[src/rtl/multicycle_cpu.sv]
// Multi-cycle CPU: writable instruction memory, FETCH/DECODE/EXEC/WB sequencing,
// step/run modes and HALT. Define CPU_DBG_EN to add a side-effect-free register read port.
module multicycle_cpu #(
  parameter int DATA_W     = 32,
  parameter int REG_N      = 32,
  parameter int IMEM_DEPTH = 8,
  localparam int PC_W      = $clog2(IMEM_DEPTH)
) (
  input  logic              clk,
  input  logic              rst,
  input  logic              run,
  input  logic              step,
  input  logic              load_we,
  input  logic [PC_W-1:0]   load_addr,
  input  logic [31:0]       load_data,
  output logic              busy,
  output logic              halted,
  output logic [PC_W-1:0]   pc,
  output logic [DATA_W-1:0] result,
  output logic              result_valid,
  output logic [4:0]        wb_rd,
  output logic [15:0]       instr_count
`ifdef CPU_DBG_EN
  ,
  input  logic [4:0]        dbg_raddr,
  output logic [DATA_W-1:0] dbg_rdata
`endif
);

  localparam int SH_W = $clog2(DATA_W);

  localparam logic [2:0] OP_NOOP = 3'b000;
  localparam logic [2:0] OP_HALT = 3'b001;
  localparam logic [2:0] OP_ADD  = 3'b010;
  localparam logic [2:0] OP_SUB  = 3'b011;
  localparam logic [2:0] OP_SHL  = 3'b100;
  localparam logic [2:0] OP_SHR  = 3'b101;
  localparam logic [2:0] OP_ADDI = 3'b110;
  localparam logic [2:0] OP_SUBI = 3'b111;

  typedef enum logic [2:0] {
    ST_IDLE   = 3'd0,
    ST_FETCH  = 3'd1,
    ST_DECODE = 3'd2,
    ST_EXEC   = 3'd3,
    ST_WB     = 3'd4,
    ST_HALT   = 3'd5
  } state_t;

  function automatic logic [DATA_W-1:0] sext5(input logic [4:0] imm);
    return {{(DATA_W-5){imm[4]}}, imm};
  endfunction

  function automatic logic [15:0] sat_inc(input logic [15:0] cnt);
    return (cnt == 16'hFFFF) ? cnt : cnt + 16'd1;
  endfunction

  // Only the decoded fields [31:14] are stored; the low bits carry no meaning.
  logic [17:0]       imem_r [IMEM_DEPTH];
  logic [DATA_W-1:0] rf_r [1:REG_N-1];

  state_t            state_r, state_next_s;
  logic              busy_r, halted_r, busy_next_s;
  logic [PC_W-1:0]   pc_r, pc_inc_s;
  logic [17:0]       ir_r;
  logic [DATA_W-1:0] a_r, b_r, alu_r, alu_s;
  logic [DATA_W-1:0] rd_a_s, rd_b_s, b_sel_s;
  logic [DATA_W-1:0] result_r;
  logic              result_valid_r;
  logic [4:0]        wb_rd_r;
  logic [15:0]       instr_count_r;
  logic [2:0]        op_s;
  logic [4:0]        rd_s, rs1_s, rs2_s;
  logic              unused_load_s;

  assign op_s          = ir_r[17:15];
  assign rd_s          = ir_r[14:10];
  assign rs1_s         = ir_r[9:5];
  assign rs2_s         = ir_r[4:0];
  assign unused_load_s = ^load_data[13:0];

  assign busy         = busy_r;
  assign halted       = halted_r;
  assign pc           = pc_r;
  assign result       = result_r;
  assign result_valid = result_valid_r;
  assign wb_rd        = wb_rd_r;
  assign instr_count  = instr_count_r;

  // Next-state decode; run wins over step, and step outside IDLE is simply dropped.
  always_comb begin
    state_next_s = state_r;
    case (state_r)
      ST_IDLE:   state_next_s = (run || step) ? ST_FETCH : ST_IDLE;
      ST_FETCH:  state_next_s = ST_DECODE;
      ST_DECODE: state_next_s = ST_EXEC;
      ST_EXEC:   state_next_s = (op_s == OP_HALT) ? ST_HALT : ST_WB;
      ST_WB:     state_next_s = run ? ST_FETCH : ST_IDLE;
      ST_HALT:   state_next_s = ST_HALT;
      default:   state_next_s = ST_IDLE;
    endcase
    busy_next_s = (state_next_s == ST_FETCH) || (state_next_s == ST_DECODE) ||
                  (state_next_s == ST_EXEC)  || (state_next_s == ST_WB);
  end

  // State register with busy/halted registered from the next state so they track it exactly.
  always_ff @(posedge clk) begin
    if (rst) begin
      state_r  <= ST_IDLE;
      busy_r   <= 1'b0;
      halted_r <= 1'b0;
    end else begin
      state_r  <= state_next_s;
      busy_r   <= busy_next_s;
      halted_r <= (state_next_s == ST_HALT);
    end
  end

  // Two register-file read ports for the operands; r0 and out-of-range indices read zero.
  always_comb begin
    rd_a_s = {DATA_W{1'b0}};
    rd_b_s = {DATA_W{1'b0}};
    for (int i = 1; i < REG_N; i++) begin
      rd_a_s = (rs1_s == 5'(i)) ? rf_r[i] : rd_a_s;
      rd_b_s = (rs2_s == 5'(i)) ? rf_r[i] : rd_b_s;
    end
    b_sel_s = ((op_s == OP_ADDI) || (op_s == OP_SUBI)) ? sext5(rs2_s) : rd_b_s;
  end

  // ALU; shifts use only the low log2(DATA_W) bits of B.
  always_comb begin
    alu_s = {DATA_W{1'b0}};
    case (op_s)
      OP_ADD, OP_ADDI: alu_s = a_r + b_r;
      OP_SUB, OP_SUBI: alu_s = a_r - b_r;
      OP_SHL:          alu_s = a_r << b_r[SH_W-1:0];
      OP_SHR:          alu_s = a_r >> b_r[SH_W-1:0];
      default:         alu_s = {DATA_W{1'b0}};
    endcase
    pc_inc_s = (pc_r == PC_W'(IMEM_DEPTH - 1)) ? {PC_W{1'b0}} : pc_r + PC_W'(1);
  end

  // Instruction memory load port; reset leaves contents intact.
  always_ff @(posedge clk) begin
    if (!rst && load_we && ((state_r == ST_IDLE) || (state_r == ST_HALT))) begin
      imem_r[load_addr] <= load_data[31:14];
    end
  end

  // Register file write in WB; NOOP and r0 never write.
  always_ff @(posedge clk) begin
    if (rst) begin
      for (int i = 1; i < REG_N; i++) begin
        rf_r[i] <= {DATA_W{1'b0}};
      end
    end else if ((state_r == ST_WB) && (op_s != OP_NOOP)) begin
      for (int i = 1; i < REG_N; i++) begin
        if (rd_s == 5'(i)) begin
          rf_r[i] <= alu_r;
        end
      end
    end
  end

  // Datapath pipeline registers, program counter and retirement bookkeeping.
  always_ff @(posedge clk) begin
    if (rst) begin
      pc_r           <= {PC_W{1'b0}};
      ir_r           <= 18'd0;
      a_r            <= {DATA_W{1'b0}};
      b_r            <= {DATA_W{1'b0}};
      alu_r          <= {DATA_W{1'b0}};
      result_r       <= {DATA_W{1'b0}};
      result_valid_r <= 1'b0;
      wb_rd_r        <= 5'd0;
      instr_count_r  <= 16'd0;
    end else begin
      result_valid_r <= 1'b0;
      case (state_r)
        ST_FETCH: ir_r <= imem_r[pc_r];
        ST_DECODE: begin
          a_r <= rd_a_s;
          b_r <= b_sel_s;
        end
        ST_EXEC: begin
          alu_r <= alu_s;
          if (op_s == OP_HALT) begin
            instr_count_r <= sat_inc(instr_count_r);
          end
        end
        ST_WB: begin
          if (op_s != OP_NOOP) begin
            result_r       <= alu_r;
            wb_rd_r        <= rd_s;
            result_valid_r <= 1'b1;
          end
          pc_r          <= pc_inc_s;
          instr_count_r <= sat_inc(instr_count_r);
        end
        default: ;
      endcase
    end
  end

`ifdef CPU_DBG_EN
  // Debug read port: purely combinational, same zero rules as the operand ports.
  always_comb begin
    dbg_rdata = {DATA_W{1'b0}};
    for (int i = 1; i < REG_N; i++) begin
      dbg_rdata = (dbg_raddr == 5'(i)) ? rf_r[i] : dbg_rdata;
    end
  end
`endif

endmodule
[config.mk]
export PLATFORM = sky130hd
export DESIGN_NAME = multicycle_cpu
export DESIGN_NICKNAME = d
export VERILOG_FILES = /design/src/rtl/multicycle_cpu.sv
export SDC_FILE = /design/constraint.sdc
export NUM_CORES = 2
export LEC_CHECK = 0
export ABC_AREA = 1
export BUFFER_PORTS_ARGS = -buffer_cell sky130_fd_sc_hd__buf_4
export CAP_MARGIN = 10
export CELL_PAD_IN_SITES_DETAIL_PLACEMENT = 0
export CELL_PAD_IN_SITES_GLOBAL_PLACEMENT = 1
export CORE_MARGIN = 3
export CORE_UTILIZATION = 44
export DETAILED_ROUTE_END_ITERATION = 10
export PLACE_DENSITY_LB_ADDON = 0.15
export SKIP_CTS_REPAIR_TIMING = 1
export SLEW_MARGIN = 25
export SYNTH_ARGS = -nofsm -noshare
export SYNTH_HDL_FRONTEND = slang
export SYNTH_SLANG_ARGS = --single-unit
[constraint.sdc]
create_clock -name clk -period 8.15 [get_ports clk]
set_input_delay 1.2225 -clock clk [delete_from_list [all_inputs] [get_ports clk]]
set_output_delay 1.2225 -clock clk [all_outputs]
set_load 0.05 [all_outputs]
==> results.json <==
{
  "slew_viol_final": 0,
  "max_freq_ghz": 0.1691,
  "ys_async_sr_fraction_pct": 0,
  "layout.cells.most_common": "nand2_1",
  "die_y_um": 398.8,
  "skew_ns": 0.03075,
  "cts_made_buffers": 149,
  "die_area_sq_um": 159000,
  "num_vias": 58880,
  "wl_met2_um": 112700,
  "worstMarginPinSlew_ns": 1.139,
  "drt-initial-drc-count": 7392,
  "clkTransAtPathRegs_ns": 0.06,
  "initial_utilization_pct": 44.48,
  "synth_warnings": 0,
  "place_area_sq_um": 70910,
  "clock_path_buffers": 3,
  "worstHoldEndpoint": "alu_r[15]",
  "synthCells": 8307,
  "nNetsFinal": 8274,
  "status": "finished clean",
  "setup_violations": 0,
  "swShare_pct": 29.52,
  "leakagePower_nw": 27.78,
  "worstHoldStart": "alu_r[15]",
  "die_w_um": 398.8,
  "combPwrFrac_pct": 16.0,
  "stdcell_area_sq_um": 75410,
  "synth_ff_type": "edfxtp_1",
  "timing.final.crit_share_pct": 72.56,
  "critPathRequiredTime_ns": 8.75,
  "core_sq_um": 152600,
  "maxCapViolations": 0,
  "period_needed_ns": 5.914,
  "fin_setup_tns_ns": 0,
  "rrSetupSlack_ns": 2.24,
  "synth_cell_types": 59,
  "pwr-share-clk_pct": 37.9,
  "synth_area_per_cell_sq_um": 8.172,
  "wirelength_um": 259600,
  "clock_latency_ns": 0.79,
  "power.density_nw_per_um2": 221.2,
  "ys_seq_area_share_pct": 55.44,
  "slew_headroom_pct": 23.58,
  "drive_gt1_share_pct": 7.835,
  "drt-met1-wl_um": 112100,
  "reg2reg_to": "alu_r[22]",
  "root_buffer": "clkbuf_16",
  "netlist.area_leader.share_pct": 50.25,
  "area_delta_synth_final_pct": 11.08,
  "reg2regPathDepth": 22,
  "fillers": 14340,
  "cts.sinks": 1312,
  "grt_max_degree": 77,
  "grt_use_total_pct": 32.20,
  "yosys.area.top_type": "edfxtp_1",
  "p_seq_share_pct": 46.1,
  "ant_nets": 0,
  "p_int_w": 0.01176,
  "wl_met3_um": 26460,
  "hold_class": "flip-flop to flip-flop",
  "avgViaCountPerCell": 5.694,
  "drc": 0,
  "crit_type": "flip-flop to flip-flop",
  "synth_area_leaders": "edfxtp_1, nand2_1, nor2_1",
  "holdPathStages": 2,
  "dr.pass1.iters": 6,
  "netlist_area_sq_um": 67890,
  "synth_edf_count": 1136,
  "grt_pass1_wl_um": 374200,
  "antenna_found_initial": 11,
  "synth_seq_cells": 1312,
  "io_pins": 99,
  "fin_cells": 10340,
  "rows": 143,
  "crit_fanout": 17,
  "rsz0062_at_grt": "no",
  "peakVddDrop_mv": 0.2070,
  "p_sw_w": 0.004925,
  "syn_nets": 8384,
  "wl_per_cell_um": 25.11,
  "grt_pass1_vias": 54450,
  "cp-end-kind": "flip-flop",
  "dp.cells": 10080,
  "htreeDepth": 4,
  "rr_startpoint": "ir_r[15]",
  "final_util_pct": 49.41,
  "port_buffers": 84,
  "critPathArrivalTime_ns": 6.52,
  "finalHoldViolations": 0,
  "gp_congestion": 0.9250,
  "cp-start-kind": "flip-flop",
  "grt-ovfl-total": 0,
  "dp_hpwl_um": 162500,
  "top_layer": "met5",
  "final_cell_mix": "nand2_1, nor2_1, edfxtp_1, inv_1",
  "cts_tree": "done"
}
cells by family after synthesis:
kind of cell               share of synthesized area, %
DFF                                               55.44
xor gates and xnor gates                         0.4644
muxes                                            0.5603
AOI/OAI and AO/OA                                 7.525
adders and majority gates                        0.6930
and+or+nand+nor                                   28.15
buffers and inverters                             7.166
synth_stat cells, types with 13 or more instances:
| library cell | n |
|---|---|
| buf_2 | 25 |
| o211ai_1 | 29 |
| nand4_1 | 411 |
| mux2i_1 | 38 |
| nand3_1 | 181 |
| dfxtp_1 | 176 |
| a21oi_1 | 354 |
| edfxtp_1 | 1136 |
| buf_1 | 31 |
| o21ai_0 | 435 |
| nand2_1 | 2004 |
| a31oi_1 | 13 |
| clkbuf_1 | 470 |
| nor3_1 | 50 |
| xor2_1 | 25 |
| or2_2 | 65 |
| nor2_1 | 1923 |
| ha_1 | 36 |
| o221ai_1 | 42 |
| inv_1 | 743 |
cell type report:
type	instances	area [sq um]	share of cell area (%)
Tap cell	2030	2540	3.368
Sequential cell	1312	37640	49.91
Timing Repair Buffer	266	2009	2.665
Inverter	759	2861	3.794
Multi-Input combinational cell	5709	25880	34.32
Clock inverter	60	430.4	0.5707
Clock buffer	203	4048	5.367
Antenna cell	1	2.502	0.003318
worst max-delay path by stage:
stage / startpoint / to / slack (ns)
after floorplan: b_r[1] / alu_r[28] / 3.65
after CTS: b_r[2] / alu_r[30] / 2.48
after global placement: b_r[2] / alu_r[30] / 2.49
final: ir_r[15] / alu_r[22] / 2.24
after global routing: b_r[2] / alu_r[30] / 1.78
after detailed placement: b_r[2] / alu_r[30] / 2.52
sequential cells by signal, summed over array words and instances, names as in the netlist, 16 cells and up:
signal,count
instr_count,16
b_r,32
rf_r,992
ir_r,18
imem_r,144
a_r,32
result,32
alu_r,32
worst max-delay path, cell delays in order, from the launching register on:
cell and delay, ns:
dfxtp_1 0.42, nand2_1 0.54, inv_1 0.78, o21ai_0 0.28
fa_1 0.47, nand3_1 0.09, nand3_1 0.11, nand2_1 0.09
nand2_1 0.05, a21oi_1 0.40, nor2_1 0.13, o21ai_1 0.15
nand2_1 0.09, a21boi_1 0.22, inv_1 0.11, nand2_1 0.07
nand2_1 0.13, a21boi_1 0.23, o21ai_0 0.20, xnor2_1 0.57
o221ai_1 0.37, nand2_1 0.16, a21oi_1 0.07
metal layers:
metal / up-vias / global-route usage (%)
li1: 27090 / -
met1: 28400 / 46.83
met2: 2951 / 48.24
met3: 441 / 6.433
met4: 4 / 10.15
met5: - / 0
per-stage QoR:
step	worst slack, ns	total power [W]	hold slack (ns)
3_3_place_gp	2.487	0.01041	0.4538
2_1_floorplan	3.655	0.009326	0.4453
6_report	2.236	0.01668	0.4668
3_5_place_dp	2.518	0.01042	0.4592
4_1_cts	2.478	0.01671	0.4687
5_1_grt	1.779	0.01728	0.4817
power by group through the flow:
| stage | clock (W) | combinational [W] | sequential [W] |
|---|---|---|---|
| after floorplan | 0 | 0.00154 | 0.00778 |
| after global placement | 0 | 0.00260 | 0.00781 |
| after detailed placement | 0 | 0.00260 | 0.00782 |
| after CTS | 0.00641 | 0.00261 | 0.00768 |
| after global routing | 0.00668 | 0.00289 | 0.00771 |
| final | 0.00633 | 0.00267 | 0.00769 |
No activity file was read; power rests on OpenSTA's default activity.
